===== src/rtl/pe_seq_pkg.sv =====
// Shared types and bus widths for the SD4 PE_array sequencer.
package pe_seq_pkg;

  localparam int unsigned LANES  = 4;
  localparam int unsigned IMG_W  = 24;
  localparam int unsigned WGT_W  = 36;
  localparam int unsigned PSUM_W = 16;
  localparam int unsigned EXPB_W = 5;

  localparam int unsigned IMG_BUS_W  = LANES * IMG_W;
  localparam int unsigned WGT_BUS_W  = LANES * WGT_W;
  localparam int unsigned PSUM_BUS_W = LANES * PSUM_W;

  typedef enum logic [2:0] {
    ST_IDLE  = 3'd0,
    ST_RD    = 3'd1,
    ST_MWAIT = 3'd2,
    ST_PWAIT = 3'd3,
    ST_OUT   = 3'd4
  } state_e;

endpackage


===== src/rtl/pe_array_seq.sv =====
// Sequencer that streams K operand steps into the PE_array, feeding each step's
// outputs back as the next psums, and returns the final psums on a valid/ready port.
module pe_array_seq
  import pe_seq_pkg::*;
#(
  parameter int unsigned AW      = 8,
  parameter int unsigned KW      = 8,
  parameter int unsigned MEM_LAT = 1,
  parameter int unsigned PE_LAT  = 1
) (
  input  logic                  clk,
  input  logic                  rst,
  input  logic                  start,
  input  logic [KW-1:0]         cfg_k,
  input  logic [EXPB_W-1:0]     cfg_exp_bias,
  input  logic [AW-1:0]         cfg_img_base,
  input  logic [AW-1:0]         cfg_wgt_base,
  input  logic [PSUM_BUS_W-1:0] psum_init,
  output logic                  busy,
  output logic                  done,
  output logic                  img_rd_en,
  output logic [AW-1:0]         img_rd_addr,
  input  logic [IMG_BUS_W-1:0]  img_rd_data,
  output logic                  wgt_rd_en,
  output logic [AW-1:0]         wgt_rd_addr,
  input  logic [WGT_BUS_W-1:0]  wgt_rd_data,
  output logic [EXPB_W-1:0]     pe_exp_bias,
  output logic [IMG_BUS_W-1:0]  pe_img,
  output logic [WGT_BUS_W-1:0]  pe_wgt,
  output logic [PSUM_BUS_W-1:0] pe_psum,
  input  logic [PSUM_BUS_W-1:0] pe_out,
  output logic                  res_valid,
  input  logic                  res_ready,
  output logic [PSUM_BUS_W-1:0] res_data
);

  localparam int unsigned LAT_MAX = (MEM_LAT > PE_LAT) ? MEM_LAT : PE_LAT;
  localparam int unsigned CNT_W   = (LAT_MAX > 1) ? $clog2(LAT_MAX) : 1;

  state_e                state_q, state_d;
  logic [KW-1:0]         k_q, k_d;
  logic [KW-1:0]         step_q, step_d;
  logic [AW-1:0]         img_base_q, img_base_d;
  logic [AW-1:0]         wgt_base_q, wgt_base_d;
  logic [CNT_W-1:0]      lat_cnt_q, lat_cnt_d;
  logic [PSUM_BUS_W-1:0] acc_q, acc_d;
  logic                  busy_q, busy_d;
  logic                  done_q, done_d;
  logic                  img_rd_en_q, img_rd_en_d;
  logic                  wgt_rd_en_q, wgt_rd_en_d;
  logic [AW-1:0]         img_rd_addr_q, img_rd_addr_d;
  logic [AW-1:0]         wgt_rd_addr_q, wgt_rd_addr_d;
  logic [EXPB_W-1:0]     pe_exp_bias_q, pe_exp_bias_d;
  logic [IMG_BUS_W-1:0]  pe_img_q, pe_img_d;
  logic [WGT_BUS_W-1:0]  pe_wgt_q, pe_wgt_d;
  logic [PSUM_BUS_W-1:0] pe_psum_q, pe_psum_d;
  logic                  res_valid_q, res_valid_d;
  logic [PSUM_BUS_W-1:0] res_data_q, res_data_d;

  // Next-state and next-output logic
  always_comb begin
    state_d       = state_q;
    k_d           = k_q;
    step_d        = step_q;
    img_base_d    = img_base_q;
    wgt_base_d    = wgt_base_q;
    lat_cnt_d     = lat_cnt_q;
    acc_d         = acc_q;
    done_d        = 1'b0;
    img_rd_en_d   = 1'b0;
    wgt_rd_en_d   = 1'b0;
    img_rd_addr_d = img_rd_addr_q;
    wgt_rd_addr_d = wgt_rd_addr_q;
    pe_exp_bias_d = pe_exp_bias_q;
    pe_img_d      = pe_img_q;
    pe_wgt_d      = pe_wgt_q;
    pe_psum_d     = pe_psum_q;
    res_data_d    = res_data_q;

    case (state_q)
      ST_IDLE: begin
        if (start) begin
          k_d           = cfg_k;
          img_base_d    = cfg_img_base;
          wgt_base_d    = cfg_wgt_base;
          pe_exp_bias_d = cfg_exp_bias;
          acc_d         = psum_init;
          step_d        = '0;
          state_d       = (cfg_k != '0) ? ST_RD : ST_OUT;
        end
      end
      ST_RD: begin
        lat_cnt_d = CNT_W'(MEM_LAT - 1);
        state_d   = ST_MWAIT;
      end
      ST_MWAIT: begin
        if (lat_cnt_q == '0) begin
          pe_img_d  = img_rd_data;
          pe_wgt_d  = wgt_rd_data;
          pe_psum_d = acc_q;
          lat_cnt_d = CNT_W'(PE_LAT - 1);
          state_d   = ST_PWAIT;
        end else begin
          lat_cnt_d = lat_cnt_q - CNT_W'(1);
        end
      end
      ST_PWAIT: begin
        if (lat_cnt_q == '0) begin
          acc_d = pe_out;
          if (step_q == k_q - KW'(1)) begin
            state_d = ST_OUT;
          end else begin
            step_d  = step_q + KW'(1);
            state_d = ST_RD;
          end
        end else begin
          lat_cnt_d = lat_cnt_q - CNT_W'(1);
        end
      end
      ST_OUT: begin
        if (res_valid_q && res_ready) begin
          done_d  = 1'b1;
          state_d = ST_IDLE;
        end
      end
      default: state_d = ST_IDLE;
    endcase

    // Outputs are registered, so they are derived from the state being entered
    if (state_d == ST_RD) begin
      img_rd_en_d   = 1'b1;
      wgt_rd_en_d   = 1'b1;
      img_rd_addr_d = img_base_d + AW'(step_d);
      wgt_rd_addr_d = wgt_base_d + AW'(step_d);
    end
    busy_d      = (state_d != ST_IDLE);
    res_valid_d = (state_d == ST_OUT);
    if (state_d == ST_OUT) begin
      res_data_d = acc_d;
    end
  end

  always_ff @(posedge clk or negedge rst) begin
    if (!rst) begin
      state_q       <= ST_IDLE;
      k_q           <= '0;
      step_q        <= '0;
      img_base_q    <= '0;
      wgt_base_q    <= '0;
      lat_cnt_q     <= '0;
      acc_q         <= '0;
      busy_q        <= 1'b0;
      done_q        <= 1'b0;
      img_rd_en_q   <= 1'b0;
      wgt_rd_en_q   <= 1'b0;
      img_rd_addr_q <= '0;
      wgt_rd_addr_q <= '0;
      pe_exp_bias_q <= '0;
      pe_img_q      <= '0;
      pe_wgt_q      <= '0;
      pe_psum_q     <= '0;
      res_valid_q   <= 1'b0;
      res_data_q    <= '0;
    end else begin
      state_q       <= state_d;
      k_q           <= k_d;
      step_q        <= step_d;
      img_base_q    <= img_base_d;
      wgt_base_q    <= wgt_base_d;
      lat_cnt_q     <= lat_cnt_d;
      acc_q         <= acc_d;
      busy_q        <= busy_d;
      done_q        <= done_d;
      img_rd_en_q   <= img_rd_en_d;
      wgt_rd_en_q   <= wgt_rd_en_d;
      img_rd_addr_q <= img_rd_addr_d;
      wgt_rd_addr_q <= wgt_rd_addr_d;
      pe_exp_bias_q <= pe_exp_bias_d;
      pe_img_q      <= pe_img_d;
      pe_wgt_q      <= pe_wgt_d;
      pe_psum_q     <= pe_psum_d;
      res_valid_q   <= res_valid_d;
      res_data_q    <= res_data_d;
    end
  end

  assign busy        = busy_q;
  assign done        = done_q;
  assign img_rd_en   = img_rd_en_q;
  assign img_rd_addr = img_rd_addr_q;
  assign wgt_rd_en   = wgt_rd_en_q;
  assign wgt_rd_addr = wgt_rd_addr_q;
  assign pe_exp_bias = pe_exp_bias_q;
  assign pe_img      = pe_img_q;
  assign pe_wgt      = pe_wgt_q;
  assign pe_psum     = pe_psum_q;
  assign res_valid   = res_valid_q;
  assign res_data    = res_data_q;

endmodule


===== config.mk =====
export PLATFORM = sky130hd
export DESIGN_NAME = pe_array_seq
export DESIGN_NICKNAME = d
export VERILOG_FILES = /design/src/rtl/pe_seq_pkg.sv /design/src/rtl/pe_array_seq.sv
export SDC_FILE = /design/constraint.sdc
export NUM_CORES = 1
export LEC_CHECK = 0
export CORE_AREA = 2 2 310 312
export DETAILED_ROUTE_END_ITERATION = 16
export DIE_AREA = 0 0 312 314
export GPL_TIMING_DRIVEN = 0
export PLACE_DENSITY_LB_ADDON = 0.08
export SLEW_MARGIN = 25
export SYNTH_ARGS = -nofsm -noshare
export SYNTH_HDL_FRONTEND = slang
export SYNTH_SLANG_ARGS = --single-unit

===== constraint.sdc =====
create_clock -name clk -period 8.6 [get_ports clk]
set_input_delay 1.72 -clock clk [delete_from_list [all_inputs] [get_ports clk]]
set_output_delay 1.72 -clock clk [all_outputs]
set_load 0.005 [all_outputs]

After elaboration in Yosys (flattened, before gate mapping) --
Cells that the tools add are included.
Storage, ports and cells: register bits 493, output and inout port bits 394
Operators by class: equality and inequality tests 7, mux-type cells 23, reduce and logical (&&, ||, !) cells 8, bitwise logic cells 1, $add $sub $neg 5
Operators by type and width (number):
- two-way mux 64 bit | 2
- case mux 64 bit (2 select lines) | 1
- two-way mux 8 bit | 7
- two-way mux 3 bit | 6
- adder 8 bit | 2
- case mux 8 bit (2 select lines) | 1
- case mux 3 bit (5 select lines) | 1
- adder 8 x 1 -> 8 bit (second input constant) | 1
- equality test 8 bit | 1
- nonzero test 8 bit | 1
- subtractor 8 x 1 -> 8 bit (second input constant) | 1
- equality test 3 x 1 -> 1 bit (second input constant) | 2
- equality test 3 x 2 -> 1 bit (second input constant) | 2
- equality test 3 bit (second input constant) | 2
- two-way mux 1 bit | 4
- AND reduction 2 bit | 2
- logical NOT 3 bit | 1
- nonzero test 3 bit | 1
- case mux 1 bit (2 select lines) | 1
- nonzero test 2 bit | 1
- OR reduction 2 bit | 1
- logical AND 1 bit | 1
- inverter 1 bit | 1
- subtractor 1 bit (second input constant) | 1

Depth between registers and ports, before layout --
Gate-level depths: netlist of the first run.
depth after elaboration 7, depth in mapped cells 17

Least setup slack after synthesis of the first run --
No wires, ideal clock.
path type in2reg, start in start, end reg wgt_rd_addr_q[7], in the netlist wgt_rd_addr[7], data required time 8531 ps, setup time 69 ps, buffers on the path 3, stages 15, data arrival time 4768 ps, slack 3763 ps, cell sequence nand2_1 nor2_1 clkbuf_1 buf_1 clkbuf_1 nand2_1 nand2_1 ha_1 a21o_1 a21oi_1 o21ai_0 o41ai_1 xor2_1 or4b_1 nand3_1
On the way: word-level cells in the longest chain between the ends 3
RTL lines:
- from (decl) | RTL line pe_array_seq.sv:13 | input logic start,
- two-way mux 8 bit | RTL line pe_array_seq.sv:82 | if (start) begin
- two-way mux 8 bit | RTL line pe_array_seq.sv:80 | case (state_q)
- net wgt_base_d[1] | RTL line pe_array_seq.sv:44 | logic [AW-1:0] wgt_base_q, wgt_base_d;
- adder 8 bit | RTL line pe_array_seq.sv:134 | wgt_rd_addr_d = wgt_base_d + AW'(step_d);
- to (signal assigned) | RTL line pe_array_seq.sv:177 | wgt_rd_addr_q <= wgt_rd_addr_d;
- to (decl) | RTL line pe_array_seq.sv:52 | logic [AW-1:0] wgt_rd_addr_q, wgt_rd_addr_d;
The timed path passes the listed nets, and every way through them passes these cells. A chain may end at the register's enable or synchronous reset.

Worst setup path after layout of the first run --
Same ends and word-level chain as after synthesis.

==> results.ini, run 1 <==
[power]
power.leakage_nw = 13.2
p_sw_share_pct = 33.4
p_int_w = 0.00812
pwr_density_cell_mw_per_mm2 = 391
fin_total_pwr_w = 0.0122
ir_worst_vdd_uv = 160
seqPwrFrac_pct = 33.0
clockPowerShare_pct = 22.2
combPwrFrac_pct = 44.8
power.switching_w = 0.00408

[global_route]
overflow = 0
grtUsageTotal_pct = 17.5
grt_pass1_wl_mm = 122
grt_use_met3_pct = 6.79
grt.met2_usage_pct = 31.3
grt_pass1_vias = 16200
antenna_found_initial = 18
grt_max_degree = 86
grt-busiest-layer = met2
groute.layer.met1.usage_pct = 18.8

[setup_path]
path_common_cell = nand2_1
r2r_start = state_q[0]
start_kind = input port
crit_fanout = 10
r2r_slack_ps = 3650
rr_endpoint = wgt_rd_addr[7]
worst_path_max_delay_cell = clkbuf_2
path_cells = clkdlybuf4s50_1 > nand2_1 > nor2_1 > clkbuf_2 > buf_1 > clkbuf_1 > nand2_1 > nand2_1 > ha_1 > a21o_1 > a21oi_1 > o21ai_0 > o41ai_1 > xor2_1 > or4b_1 > nand3_1
reg2reg_depth = 16
end_kind = register
crit_required_ps = 9150
max_stage_delay_ps = 510
worstSetupPathType = in -> reg
arrival_ps = 6410

[layout]
num-fill-cells = 9640
layout_common_cells = clkdlybuf4s50_1, dfrtp_1, mux2_2
layout_commonest_cell = clkdlybuf4s50_1
drive_gt1_share_pct = 19.3
nNetsFinal = 2734
area_growth_pct = 61.1
fin_cells = 3633

[timing]
timing.slew.headroom_pct = 30.1
hold_viol = 0
tns_ps = 0
holdWs_ps = 481
grt_setup_unrepaired = false
tightest_slew_ps = 1050
setup_viol = 0
period_share_pct = 68.2
min_period_ps = 5860
finClkSkew_ps = 20.2
slew_viol_final = 0
fin_ws_ps = 2740
max_freq_mhz = 171

[hold_path]
min_from = wgt_base_q[4]
whs_endpoint = wgt_base_q[4]
hold_depth = 2
hp-class = reg -> reg

[die]
placementRows = 113
core_area_sq_mm = 0.0944
die_w_um = 312
die_area_sq_mm = 0.0980
ios = 795
initial_core_util_pct = 20.5
die_h_um = 314

[synthesis]
syn_nets = 1866
synth_compound_area_share_pct = 6.04
ys.flop_type = dfrtp_1
avgSynthCellArea_sq_um = 13.4
async_flop_share_pct = 100
synthMuxAreaShare_pct = 18.7
synth_top_family_by_area = multiplexers
synth_area_leaders = dfrtp_1, mux2_2, nand2_1, a22oi_1, a31oi_1
synthSimpleGateAreaFrac_pct = 7.35
synth_fa_ha_area_share_pct = 1.24
netlist_area_sq_mm = 0.0193
synth_seq_cells = 492
synth_top_area_share_pct = 63.6
synthXorXnorAreaFrac_pct = 1.14
yosysUniqueCellTypes = 47
ys_warn_count = 0
synth-edff-count = 0
seq_area_frac_synth_pct = 63.6
syn-instance-count = 1447
yosys.area.top_type = dfrtp_1

[clocking]
cts_sinks = 492
post_cts.repair.setup_buffers = 0
root_buffer = clkbuf_16
cts_made_buffers = 66
cts_tree = done
cts_buffer_depth = 3
hold_buffers = 0
clk_pin_slew_ps = 60
cts.repair.resized = 0
clk_latency_ps = 610
h-tree-depth = 3

[detailed_routing]
wl_mm = 87.2
drc_errors = 0
vias_per_cell = 4.16
vias = 15100
wire_per_inst_um = 24.0
ant_nets = 0
dr.pass1.iters = 4
drt_iter0_markers = 569

[status]
run_status = finished, final reports clean

[placement]
portBuffers = 794
dp_hpwl_mm = 68.0
place_inst = 3512
place_congestion = 0.794
preCtsSetupSlack_ps = 1910

[job]
cap_violations = 0

[power by group through the flow]
stage	combinational, W	clock [W]	sequential [W]
after floorplan	0.00228	0	0.00407
after global placement	0.00558	0	0.00406
after detailed placement	0.00562	0	0.00407
after CTS	0.00564	0.00282	0.00404
after global routing	0.00593	0.00290	0.00417
final	0.00547	0.00270	0.00403
[critical path, delay by kind of cell]
family	cells	cell delay, ps
fa+ha+maj	1	250
simple gates	6	1360
buf+inv	4	1910
compound gates	4	1020
xor+xnor	1	160
[routing by layer]
layer / vias to the layer above / wire [um] / part of all wire [%]
met5: - / 57 / 0.065
met3: 122 / 7230 / 8.3
met1: 7574 / 32400 / 37
li1: 6855 / - / -
met4: 8 / 2500 / 2.9
met2: 548 / 45100 / 52
[Yosys cell counts, types with 2 or more instances]
| master | instances |
|---|---|
| nand4_1 | 2 |
| fa_1 | 2 |
| buf_1 | 11 |
| or4_1 | 2 |
| and3_1 | 4 |
| buf_2 | 10 |
| a21oi_1 | 8 |
| nand3_1 | 6 |
| nor3_1 | 6 |
| clkbuf_1 | 51 |
| a22oi_1 | 64 |
| xor2_1 | 11 |
| o211ai_1 | 2 |
| ha_1 | 16 |
| a31oi_1 | 65 |
| o21ai_0 | 10 |
| buf_4 | 2 |
| nand3b_1 | 2 |
| nor2b_1 | 2 |
| nand2b_1 | 2 |
| xnor2_1 | 11 |
| or2_2 | 2 |
| o41ai_1 | 2 |
| or4b_1 | 2 |
| mux2_2 | 318 |
| mux2i_1 | 3 |
| nand2_1 | 223 |
| a21o_1 | 9 |
| dfrtp_1 | 492 |
| nor4_4 | 2 |
| inv_1 | 2 |
| buf_6 | 6 |
| nor2_1 | 83 |
[metrics by stage]
stage	area, sq um	util [%]
floorplan	19300	-
global placement	28900	30.6
detailed placement	29100	30.8
CTS	31100	33.0
global route	31200	33.0
finish	31200	33.0
[area by class of cell]
type | instances | area, sq um | share of cell area (%)
inverter | 2 | 7.51 | 0.0241
sequential | 492 | 12300 | 39.5
tap | 1265 | 1580 | 5.08
antenna | 10 | 25.0 | 0.0803
clock buffer | 94 | 1910 | 6.13
buffer | 80 | 374 | 1.20
clock inverter | 17 | 179 | 0.574
timing repair buffer | 800 | 8120 | 26.0
multi-input combinational | 873 | 6660 | 21.4
[kinds of logic after synthesis]
| kind of cell | Yosys count |
|---|---|
| compound gates | 168 |
| xor+xnor | 23 |
| fa+ha+maj | 18 |
| buf+inv | 82 |
| flops | 492 |
| mux | 321 |
| simple gates | 343 |
[state kept, by name (all words and copies together), names as in the netlist]
signal,cells
wgt_base_q,8
res_data,64
img_base_q,8
busy,1
pe_wgt,144
state_q,3
pe_img,96
pe_exp_bias,5
acc_q,64
done,1
step_q,8
pe_psum,64
wgt_rd_addr,8
res_valid,1
img_rd_addr,8
wgt_rd_en,1
k_q,8
[worst max path at each step]
stage	startpoint	end	slack [ps]
6_report	start	wgt_rd_addr[7]	2740
5_1_grt	start	wgt_rd_addr[7]	2280
4_1_cts	start	wgt_rd_addr[7]	2590
3_5_place_dp	start	wgt_rd_addr[7]	1910
3_3_place_gp	rst	wgt_rd_addr[3]	-18000
2_1_floorplan	start	wgt_rd_addr[7]	3760
Power figures use the tool's default switching activity.
==> run 2, diff against run 1 <==
--- a/config.mk
+++ b/config.mk
@@ -5,9 +5,9 @@
 export SDC_FILE = /design/constraint.sdc
 export NUM_CORES = 1
 export LEC_CHECK = 0
-export CORE_AREA = 2 2 310 312
+export CORE_AREA = 2 2 312 314
 export DETAILED_ROUTE_END_ITERATION = 16
-export DIE_AREA = 0 0 312 314
+export DIE_AREA = 0 0 314 316
 export GPL_TIMING_DRIVEN = 0
 export PLACE_DENSITY_LB_ADDON = 0.08
 export SLEW_MARGIN = 25
==> constraint.sdc (replaced) <==
create_clock -name clk -period 5.2 [get_ports clk]
set_input_delay 1.04 -clock clk [delete_from_list [all_inputs] [get_ports clk]]
set_output_delay 1.04 -clock clk [all_outputs]
set_load 0.005 [all_outputs]
==> results.ini, run 2 (same netlist as run 1, synthesis figures left out) <==
[status]
run_status = finished, final reports clean  ; unchanged

[setup_path]
crit_start = start  ; unchanged
arrival_ps = 5260  ; was 6410 ps
worst_path_max_delay_cell = clkbuf_1  ; was clkbuf_2
path_cells = clkdlybuf4s50_1 > nand2_1 > nor2_1 > clkbuf_1 > buf_1 > nand2_1 > nand2_1 > ha_1 > a21o_1 > a21oi_1 > o21ai_0 > o41ai_1 > xor2_1 > or4b_1 > nand3_1  ; was clkdlybuf4s50_1 > nand2_1 > nor2_1 > clkbuf_2 > buf_1 > clkbuf_1 > nand2_1 > nand2_1 > ha_1 > a21o_1 > a21oi_1 > o21ai_0 > o41ai_1 > xor2_1 > or4b_1 > nand3_1
crit_required_ps = 5790  ; was 9150 ps
r2r_start = state_q[0]  ; unchanged
end_kind = register  ; unchanged
crit_fanout = 10  ; unchanged
path_common_cell = nand2_1  ; unchanged
max_stage_delay_ps = 510  ; about the same
start_kind = input port  ; unchanged
r2r_slack_ps = 690  ; was 3650 ps
worstSetupPathType = in -> reg  ; unchanged

[timing]
timing.slew.headroom_pct = 37.5  ; was 30.1%
period_share_pct = 89.8
finClkSkew_ps = 34.5  ; was 20.2 ps
holdWs_ps = 230  ; was 481 ps
slew_viol_final = 0  ; unchanged
tightest_slew_ps = 937  ; was 1050 ps
tns_ps = 0  ; unchanged
min_period_ps = 4670
grt_setup_unrepaired = false  ; unchanged
setup_viol = 0  ; unchanged
hold_viol = 0  ; unchanged
max_freq_mhz = 214

[clocking]
clk_latency_ps = 660  ; was 610 ps
cts_tree = done  ; unchanged
h-tree-depth = 2  ; was 3
cts_sinks = 492  ; unchanged
root_buffer = clkbuf_16  ; unchanged
clk_pin_slew_ps = 60  ; about the same
hold_buffers = 0  ; unchanged
post_cts.repair.setup_buffers = 0  ; unchanged
cts_made_buffers = 61  ; was 66
cts_buffer_depth = 3  ; unchanged

[detailed_routing]
drc_errors = 0  ; unchanged
drt_iter0_markers = 684  ; was 569
vias = 15000  ; was 15.1k
wl_mm = 86.3  ; was 87.2 mm
ant_nets = 0  ; unchanged
dr.pass1.iters = 5  ; was 4
vias_per_cell = 4.11  ; was 4.16
wire_per_inst_um = 23.7  ; was 24.0 um

[power]
power.leakage_nw = 13.2  ; about the same
pwr_density_cell_mw_per_mm2 = 644  ; was 391 mW/mm^2
ir_worst_vdd_uv = 269  ; was 160 uV

[die]
placementRows = 114  ; was 113
core_area_sq_mm = 0.0960  ; was 0.0944 sq mm
die_area_sq_mm = 0.0992  ; was 0.0980 sq mm
die_h_um = 316  ; was 314 um
die_w_um = 314  ; was 312 um
ios = 795  ; unchanged
initial_core_util_pct = 20.2  ; was 20.5%

[layout]
layout_common_cells = clkdlybuf4s50_1, dfrtp_1, mux2_2  ; unchanged
final_util_pct = 32.5  ; was 33.0%
drive_gt1_share_pct = 19.5  ; was 19.3%
final_area_sq_mm = 0.0312  ; about the same
layout_commonest_cell = clkdlybuf4s50_1  ; unchanged
area_growth_pct = 61.2  ; was 61.1%
num-fill-cells = 9644  ; was 9,640
nNetsFinal = 2728  ; was 2,734
largest_register_ffs = 144  ; unchanged

[placement]
place_area_sq_mm = 0.0291  ; about the same
place_congestion = 0.799  ; was 0.794
portBuffers = 794  ; unchanged
dp_hpwl_mm = 68.3  ; was 68.0 mm

[global_route]
grt_max_degree = 87  ; was 86
grtUsageTotal_pct = 17.0  ; was 17.5%
grt_pass1_vias = 16000  ; was 16.2k
grt_pass1_wl_mm = 120  ; was 122 mm
overflow = 0  ; unchanged
antenna_found_initial = 21  ; was 18

[hold_path]
hp-class = in -> async  ; was reg -> reg

[job]
cap_violations = 0  ; unchanged

## run 2: changes by cell type in the layout (fill, tap and decap cells not counted), sizes merged
cell / change
clkinvlp: +1
buf: -1
clkbuf: +1
diode: -1
clkinv: -1
bufinv: +1
## run 2: per-layer routing
layer / GRT usage [%] / up-vias / wire [um]
met5: 0 / - / 62
met4: 6.59 / 10 / 2740
met3: 6.22 / 129 / 7210
met2: 29.8 / 514 / 44000
met1: 18.6 / 7509 / 32300
li1: - / 6824 / -
## run 2: cell type report
| cell class | count | area, sq um | area share [%] |
|---|---|---|---|
| plain buffers | 79 | 373 | 1.20 |
| clock buffers | 95 | 1870 | 5.98 |
| diodes | 9 | 22.5 | 0.0722 |
| flip-flops and latches | 492 | 12300 | 39.5 |
| well taps | 1276 | 1600 | 5.12 |
| repair buffers | 800 | 8120 | 26.0 |
| inverters | 2 | 7.51 | 0.0241 |
| multi-input cells | 873 | 6660 | 21.4 |
| clock inverters | 18 | 223 | 0.714 |
## run 2: worst max-delay path, delay by kind of cell
family	cells	cell delay [ps]
AND/OR/NAND/NOR	6	1320
buffers and inverters	3	1440
AO/OA/AOI/OAI	4	1020
XOR/XNOR	1	160
adder cells (fa/ha/maj)	1	250
## run 2: timing repair
item,CTS,global route
hold endpoints to repair,0,0
resized for setup,1,2
endpoints found under the setup margin,1,2
## run 2: power breakdown
part           internal [W]  switching, W
logic               0.00503       0.00398
registers           0.00571      0.000956
clock network       0.00265       0.00175
## run 2: through the flow
step / instances / setup slack, ps / power (W)
final: 3644 / 533 / 0.0201
after global routing: 3643 / 154 / 0.0214
after CTS: 3636 / 36.5 / 0.0206
after detailed placement: 3523 / -808 / 0.0160
after global placement: 3517 / -20480 / 0.0159
after floorplan: 1447 / 1040 / 0.0105
## run 2: path summary, 6_finish.rpt
check                                 endpoint  depth (start not counted)
worst max-delay path            img_rd_addr[7]                         15
min in group clk                     acc_q[27]                          2
worst max register to register  img_rd_addr[7]                         15
max in group asynchronous            acc_q[31]                          4
worst min-delay path                pe_wgt[74]                          1
worst min register to register       acc_q[27]                          2
